**src/rtl/uart_pkg.sv**
```systemverilog
// Shared types and constants for the parametrised UART receiver.
// Holds the FSM state encoding, the error-vector bit positions and the data-width codes.
package uart_pkg;

   typedef enum logic [2:0] {
      ST_IDLE,
      ST_START,
      ST_DATA,
      ST_PARITY,
      ST_STOP,
      ST_BRKWT
   } rx_state_t;

   localparam int ERR_PAR = 0;
   localparam int ERR_FRM = 1;
   localparam int ERR_BRK = 2;

   localparam logic [1:0] DBITS_5 = 2'd0;
   localparam logic [1:0] DBITS_6 = 2'd1;
   localparam logic [1:0] DBITS_7 = 2'd2;
   localparam logic [1:0] DBITS_8 = 2'd3;

   function automatic logic [3:0] dataBitCount(input logic [1:0] code);
      case (code)
         DBITS_5: return 4'd5;
         DBITS_6: return 4'd6;
         DBITS_7: return 4'd7;
         DBITS_8: return 4'd8;
         default: return 4'd8;
      endcase
   endfunction

endpackage

```
**src/rtl/uart_rx_fifo.sv**
```systemverilog
// Small synchronous FIFO: push/full on the write side, valid/ready on the read side.
// Full is judged before any same-cycle pop, so a pop never makes room for a push.
module uart_rx_fifo #(
   parameter int WIDTH = 11,
   parameter int DEPTH = 4
) (
   input  logic             clk,
   input  logic             rst,
   input  logic             i_push,
   input  logic [WIDTH-1:0] i_data,
   output logic             o_full,
   output logic             o_valid,
   input  logic             i_ready,
   output logic [WIDTH-1:0] o_data
);

   localparam int AW = $clog2(DEPTH);

   logic [WIDTH-1:0] r_mem [DEPTH];
   logic [AW-1:0]    r_wrPtr;
   logic [AW-1:0]    r_rdPtr;
   logic [AW:0]      r_count;

   logic w_full;
   logic w_empty;
   logic w_doPush;
   logic w_doPop;

   assign w_full   = (r_count == (AW+1)'(DEPTH));
   assign w_empty  = (r_count == '0);
   assign w_doPush = i_push && !w_full;
   assign w_doPop  = i_ready && !w_empty;

   assign o_full  = w_full;
   assign o_valid = !w_empty;
   assign o_data  = r_mem[r_rdPtr];

   // Storage is cleared on reset so the read port shows zero while empty.
   always_ff @(posedge clk) begin
      if (rst) begin
         r_wrPtr <= '0;
         r_rdPtr <= '0;
         r_count <= '0;
         for (int i = 0; i < DEPTH; i++) begin
            r_mem[i] <= '0;
         end
      end else begin
         if (w_doPush) begin
            r_mem[r_wrPtr] <= i_data;
            r_wrPtr        <= r_wrPtr + 1'b1;
         end
         if (w_doPop) begin
            r_rdPtr <= r_rdPtr + 1'b1;
         end
         case ({w_doPush, w_doPop})
            2'b10:   r_count <= r_count + 1'b1;
            2'b01:   r_count <= r_count - 1'b1;
            default: r_count <= r_count;
         endcase
      end
   end

endmodule

```
**src/rtl/uart_rx_core.sv**
```systemverilog
// Parametrised UART receiver: runtime divisor, 5-8 data bits, optional parity, 1/2 stop bits.
// Each bit is decided by a 3-sample majority vote; frames leave through a small FIFO.
module uart_rx_core
   import uart_pkg::*;
#(
   parameter int OVERSAMPLE = 16,
   parameter int DIV_W      = 16,
   parameter int FIFO_DEPTH = 4
) (
   input  logic             clk,
   input  logic             rst,
   input  logic [DIV_W-1:0] cfg_div,
   input  logic [1:0]       cfg_data_bits,
   input  logic             cfg_parity_en,
   input  logic             cfg_parity_odd,
   input  logic             cfg_stop2,
   input  logic             rx_i,
   output logic [7:0]       m_data_o,
   output logic [2:0]       m_err_o,
   output logic             m_valid_o,
   input  logic             m_ready_i,
   output logic             overrun_o,
   output logic             busy_o
);

   localparam int OS_W = $clog2(OVERSAMPLE);
   localparam logic [OS_W-1:0] T_SAMPLE_A = OS_W'(OVERSAMPLE/2 - 1);
   localparam logic [OS_W-1:0] T_SAMPLE_B = OS_W'(OVERSAMPLE/2);
   localparam logic [OS_W-1:0] T_VOTE     = OS_W'(OVERSAMPLE/2 + 1);
   localparam logic [OS_W-1:0] T_END      = OS_W'(OVERSAMPLE - 1);

   rx_state_t r_state;
   rx_state_t w_next;

   logic r_sync1;
   logic r_sync2;
   logic r_rxd;

   logic [DIV_W-1:0] r_div;
   logic [DIV_W-1:0] r_divCnt;
   logic [OS_W-1:0]  r_osCnt;
   logic             r_s0;
   logic             r_s1;

   logic [3:0] r_nBits;
   logic       r_parEn;
   logic       r_parOdd;
   logic       r_stop2;

   logic [3:0] r_bitCnt;
   logic       r_stopCnt;
   logic [7:0] r_data;
   logic       r_parBit;
   logic       r_perr;
   logic       r_ferr;

   logic             w_fall;
   logic             w_tick;
   logic             w_sampleA;
   logic             w_sampleB;
   logic             w_vote;
   logic             w_bitEnd;
   logic             w_voteVal;
   logic [DIV_W-1:0] w_divEff;
   logic             w_commit;
   logic             w_ferrFinal;
   logic             w_brk;
   logic [2:0]       w_err;
   logic             w_fifoFull;
   logic [10:0]      w_fifoOut;

   assign w_fall    = r_rxd && !r_sync2;
   assign w_divEff  = (cfg_div == '0) ? DIV_W'(1) : cfg_div;
   assign w_tick    = (r_state != ST_IDLE) && (r_divCnt == r_div);
   assign w_sampleA = w_tick && (r_osCnt == T_SAMPLE_A);
   assign w_sampleB = w_tick && (r_osCnt == T_SAMPLE_B);
   assign w_vote    = w_tick && (r_osCnt == T_VOTE);
   assign w_bitEnd  = w_tick && (r_osCnt == T_END);
   assign w_voteVal = (r_s0 & r_s1) | (r_s0 & r_sync2) | (r_s1 & r_sync2);

   always_ff @(posedge clk) begin
      if (rst) begin
         r_state <= ST_IDLE;
      end else begin
         r_state <= w_next;
      end
   end

   // Bit-level transitions happen at the end of a bit; only the false-start
   // check and the final stop-bit commit act at the mid-bit vote.
   always_comb begin
      w_next      = r_state;
      w_commit    = 1'b0;
      w_ferrFinal = r_ferr;
      case (r_state)
         ST_IDLE: begin
            if (w_fall) w_next = ST_START;
         end
         ST_START: begin
            if (w_vote && w_voteVal)  w_next = ST_IDLE;
            else if (w_bitEnd)        w_next = ST_DATA;
         end
         ST_DATA: begin
            if (w_bitEnd && (r_bitCnt == r_nBits)) begin
               w_next = r_parEn ? ST_PARITY : ST_STOP;
            end
         end
         ST_PARITY: begin
            if (w_bitEnd) w_next = ST_STOP;
         end
         ST_STOP: begin
            if (w_vote) begin
               w_ferrFinal = r_ferr | ~w_voteVal;
               if (r_stopCnt == r_stop2) begin
                  w_commit = 1'b1;
                  w_next   = w_ferrFinal ? ST_BRKWT : ST_IDLE;
               end
            end
         end
         ST_BRKWT: begin
            if (r_sync2) w_next = ST_IDLE;
         end
         default: w_next = ST_IDLE;
      endcase
   end

   // Synchroniser, tick generation and frame datapath; config is captured at start detect.
   always_ff @(posedge clk) begin
      if (rst) begin
         r_sync1   <= 1'b1;
         r_sync2   <= 1'b1;
         r_rxd     <= 1'b1;
         r_div     <= '0;
         r_divCnt  <= '0;
         r_osCnt   <= '0;
         r_s0      <= 1'b1;
         r_s1      <= 1'b1;
         r_nBits   <= 4'd8;
         r_parEn   <= 1'b0;
         r_parOdd  <= 1'b0;
         r_stop2   <= 1'b0;
         r_bitCnt  <= '0;
         r_stopCnt <= 1'b0;
         r_data    <= '0;
         r_parBit  <= 1'b0;
         r_perr    <= 1'b0;
         r_ferr    <= 1'b0;
      end else begin
         r_sync1 <= rx_i;
         r_sync2 <= r_sync1;
         r_rxd   <= r_sync2;
         if (r_state == ST_IDLE) begin
            r_divCnt <= '0;
            r_osCnt  <= '0;
            if (w_fall) begin
               r_div     <= w_divEff;
               r_nBits   <= dataBitCount(cfg_data_bits);
               r_parEn   <= cfg_parity_en;
               r_parOdd  <= cfg_parity_odd;
               r_stop2   <= cfg_stop2;
               r_bitCnt  <= '0;
               r_stopCnt <= 1'b0;
               r_data    <= '0;
               r_parBit  <= 1'b0;
               r_perr    <= 1'b0;
               r_ferr    <= 1'b0;
            end
         end else begin
            r_divCnt <= (r_divCnt == r_div) ? '0 : r_divCnt + 1'b1;
            if (w_tick) begin
               r_osCnt <= (r_osCnt == T_END) ? '0 : r_osCnt + 1'b1;
            end
            if (w_sampleA) r_s0 <= r_sync2;
            if (w_sampleB) r_s1 <= r_sync2;
            if (w_vote) begin
               case (r_state)
                  ST_DATA: begin
                     r_data[r_bitCnt[2:0]] <= w_voteVal;
                     r_bitCnt              <= r_bitCnt + 1'b1;
                  end
                  ST_PARITY: begin
                     r_parBit <= w_voteVal;
                     r_perr   <= ((^r_data) ^ w_voteVal) != r_parOdd;
                  end
                  ST_STOP: begin
                     r_ferr <= w_ferrFinal;
                  end
                  default: ;
               endcase
            end
            if (w_bitEnd && (r_state == ST_STOP)) begin
               r_stopCnt <= 1'b1;
            end
         end
      end
   end

   assign w_brk = w_ferrFinal && (r_data == 8'h00) && (!r_parEn || !r_parBit);

   always_comb begin
      w_err          = 3'b000;
      w_err[ERR_BRK] = w_brk;
      w_err[ERR_FRM] = w_ferrFinal;
      w_err[ERR_PAR] = r_perr;
   end

   uart_rx_fifo #(
      .WIDTH (11),
      .DEPTH (FIFO_DEPTH)
   ) u_fifo (
      .clk     (clk),
      .rst     (rst),
      .i_push  (w_commit),
      .i_data  ({w_err, r_data}),
      .o_full  (w_fifoFull),
      .o_valid (m_valid_o),
      .i_ready (m_ready_i),
      .o_data  (w_fifoOut)
   );

   assign m_data_o  = w_fifoOut[7:0];
   assign m_err_o   = w_fifoOut[10:8];
   assign overrun_o = w_commit && w_fifoFull && !rst;
   assign busy_o    = (r_state != ST_IDLE);

endmodule

```
**config.mk**
```make
export PLATFORM = sky130hd
export DESIGN_NAME = uart_rx_core
export DESIGN_NICKNAME = d
export VERILOG_FILES = /design/src/rtl/uart_pkg.sv /design/src/rtl/uart_rx_fifo.sv /design/src/rtl/uart_rx_core.sv
export SDC_FILE = /design/constraint.sdc
export NUM_CORES = 1
export LEC_CHECK = 0
export BUFFER_PORTS_ARGS = -buffer_cell sky130_fd_sc_hd__buf_2
export CAP_MARGIN = 10
export CORE_AREA = 2 2 118 120
export DETAILED_ROUTE_END_ITERATION = 10
export DIE_AREA = 0 0 120 122
export PLACE_DENSITY = 0.6
export SLEW_MARGIN = 5
export SYNTH_ARGS = -nofsm -noshare
export SYNTH_HDL_FRONTEND = slang
export SYNTH_SLANG_ARGS = --single-unit
```
**constraint.sdc**
```tcl
create_clock -name clk -period 3.6 [get_ports clk]
set_clock_uncertainty 0.2 [all_clocks]
set_input_delay 0.18 -clock clk [delete_from_list [all_inputs] [get_ports clk]]
set_output_delay 0.18 -clock clk [all_outputs]
set_load 0.02 [all_outputs]
```
==> impl_metrics.toml <==
[status]
status = "finished clean"

[global_routing]
antenna_found_initial = 0
grt_overflow = 0
grt_pass1_vias = 4330
grt_use_total = 0.188
grt_pass1_wl_mm = 21.2
grt_max_degree = 57

[worst_setup_path]
worst_setup_path_start_kind = "flop"
crit_arrival_ns = 2.97
path_cells = "nor3b_4, nand2b_2, or3_4, nor4_4, and3b_1, or2_2"
crit_required_ns = 3.50
crit_path_end_kind = "flop"
critical_path.max_stage_delay_ns = 0.50
criticalPathCategory = "flop to flop"
cp.depth = 6
r2r_slack_ns = 0.53
crit_start = "r_state[2]$_SDFFE_PP0P_"
path_delay_family = "simple AND/OR/NAND/NOR gates"
reg2reg_depth = 6
crit_fanout = 13
path_buf_inv = 0
r2r_end = "u_fifo.r_mem[2][8]$_SDFFCE_PN0P_"
crit_end = "u_fifo.r_mem[2][8]$_SDFFCE_PN0P_"
crit_slowest_cell = "dfxtp_1"
r2r_start = "r_state[2]$_SDFFE_PP0P_"

[yosys]
synth_seq_area_share = 0.484
ys.flop_type = "dfxtp_1"
syn_avg_cell_area_sq_um = 10.2
synthTopCellsByArea = "dfxtp_1 (26%), edfxtp_1 (22%), nand2_1 (4.5%), and2_1 (4.4%), mux4_2 (4.2%)"
yosysMostFrequentCell = "dfxtp_1"
synth_top_area_share = 0.259
yosys.area.top_type = "dfxtp_1"
ys_async_sr_fraction = 0
yosysWarnings = 0
syn_inst = 578
synth-edff-count = 44
synth.top_cells.by_count = "dfxtp_1 (76), nand2_1 (70), edfxtp_1 (44)"
syn-num-nets = 618
synth_seq_cells = 120
synth_cell_types = 68
syn-cell-area_sq_mm = 0.00587

[die]
die_h_microns = 122
coreArea_sq_mm = 0.0135
num_rows = 43
pin_count = 39
start_util = 0.435
dieArea_sq_mm = 0.0146
fp.dieW_microns = 120

[sta]
rsz0062_at_grt = "no"
timing.final.crit_share = 0.854
finalSetupViolCount = 0
setup_tns_ns = 0
layout_min_cycle_time_ns = 3.07
worst_slew_pin_slew_ns = 0.992
fmax_ghz = 0.325
hold_violations = 0
fin_hold_ws_ns = 0.0241
layout_setup_ws_ns = 0.527
slew_violations = 0
slew_headroom = 0.339

[power]
p_sw_frac = 0.267
worst_ir_drop_vdd_mv = 0.265
pwr-share-seq = 0.405
netSwitchingPower_uw = 998
power_frac_comb = 0.142
p_leak_uw = 0.00262
p_clk_frac = 0.453
power.density_mw_per_mm2 = 533
internal_power_uw = 2750

[final_layout]
multiInputGateArea_sq_mm = 0.00279
layout-drive-gt1-share = 0.173
register_area_sq_mm = 0.00284
syn2layout_area_growth_pct = 19.6
fin_nets = 675
final_design_area_no_fill_sq_mm = 0.00702
fillerInstances = 1235
post_layout_nonfiller_instances = 828
diodes = 0

[clock_network]
clk_pin_slew_ns = 0.06
clockRootBuffer = "clkbuf_16"
clock_latency_ns = 0.43
htreeDepth = 4
post_cts_resized = 0
clockBufferDepth = 2
clock_sinks = 120
cts_tree = "built"
cts-buffers-inserted = 17

[placed_design]
hpwl_mm = 8.76
gp_congestion = 0.887
place_inst = 773
port-buffer-count = 38
place_ws_ns = 0.488
place_area_sq_mm = 0.00619

[routing]
avgViaCountPerCell = 5.21
first_iter_violations = 322
routed_wl_mm = 12.8
detail-route-antenna-nets = 0
routedWlPerCell_microns = 15.5
vias = 4313
drc_errors = 0
dr.pass1.iters = 5

[flow_run]
maxCapViolCount = 0

[min_path]
worstHoldPathType = "input pin to flop"
how the worst min path moves through the flow:
stage | start | endpoint | depth (start not counted)
after global routing | m_ready_i | u_fifo.r_rdPtr[0]$_SDFFE_PP0P_ | 4
after detailed placement | rx_i | r_sync1$_SDFF_PP1_ | 2
after CTS | m_ready_i | u_fifo.r_rdPtr[0]$_SDFFE_PP0P_ | 4
after floorplan | rx_i | r_sync1$_SDFF_PP1_ | 1
after global placement | rx_i | r_sync1$_SDFF_PP1_ | 2
final | m_ready_i | flop | 4
layout by cell type (no fill, tap or decap), types with 14 or more instances in the layout:
master         count
nor2_1            42
and2_1            41
o21ai_0           15
xor2_1            28
clkbuf_16         20
xnor2_1           15
dlygate4sd3_1     23
buf_2             38
a21oi_1           36
nand2_1           70
edfxtp_1          44
dfxtp_1           76
inv_1             21
ha_1              14
layout make-up:
class                           instances  area share
Tap cell                              180      0.0321
Sequential cell                       120       0.405
Clock inverter                          6     0.00820
Timing Repair Buffer                   69      0.0684
Multi-Input combinational cell        405       0.397
Clock buffer                           26      0.0773
Inverter                               22      0.0118
stage by stage:
step                      total power [uW]  utilization
after global routing                  3890        0.520
after floorplan                       1930            -
final                                 3740        0.520
after global placement                2050        0.458
after CTS                             3760        0.520
after detailed placement              2050        0.458
cells by family after synthesis:
logic type                 after synthesis  share of synthesized area
and+or+nand+nor                        244                      0.235
buffers and inverters                   53                     0.0409
adders and majority gates               15                     0.0332
xor gates and xnor gates                43                     0.0641
AOI/OAI and AO/OA                       87                     0.0912
DFF                                    120                      0.484
muxes                                   16                     0.0513
tightest hold or removal path: stages:
cell	delay (ns)
buf_2	0.07
and2_1	0.18
xnor2_1	0.10
nor2_1	0.08
state kept, by name, summed over array words and instances, names as in the netlist, 2 cells and up, named ones only:
signal,count
r_state,3
r_nBits,4
u_fifo.r_rdPtr,2
r_data,8
r_div,16
u_fifo.r_count,3
r_divCnt,16
r_bitCnt,4
u_fifo.r_wrPtr,2
r_osCnt,4
u_fifo.r_mem,44
layer usage:
| layer | part of all wire | GRT usage |
|---|---|---|
| met2 | 0.48 | 0.306 |
| met1 | 0.46 | 0.235 |
| met5 | 0 | 0 |
| met3 | 0.042 | 0.0529 |
| met4 | 0.019 | 0.0809 |
power groups by stage:
stage,combinational (uW),sequential (uW),clock (uW)
finish,532,1510,1700
global placement,508,1540,0
detailed placement,510,1540,0
floorplan,419,1510,0
global route,582,1520,1780
CTS,530,1510,1720
repair_timing:
item | CTS | global route
buffers inserted | 0 | 0
endpoints found under the hold margin | 22 | 0
hold buffers | 23 | 0
(Power assumes the default switching activity.)
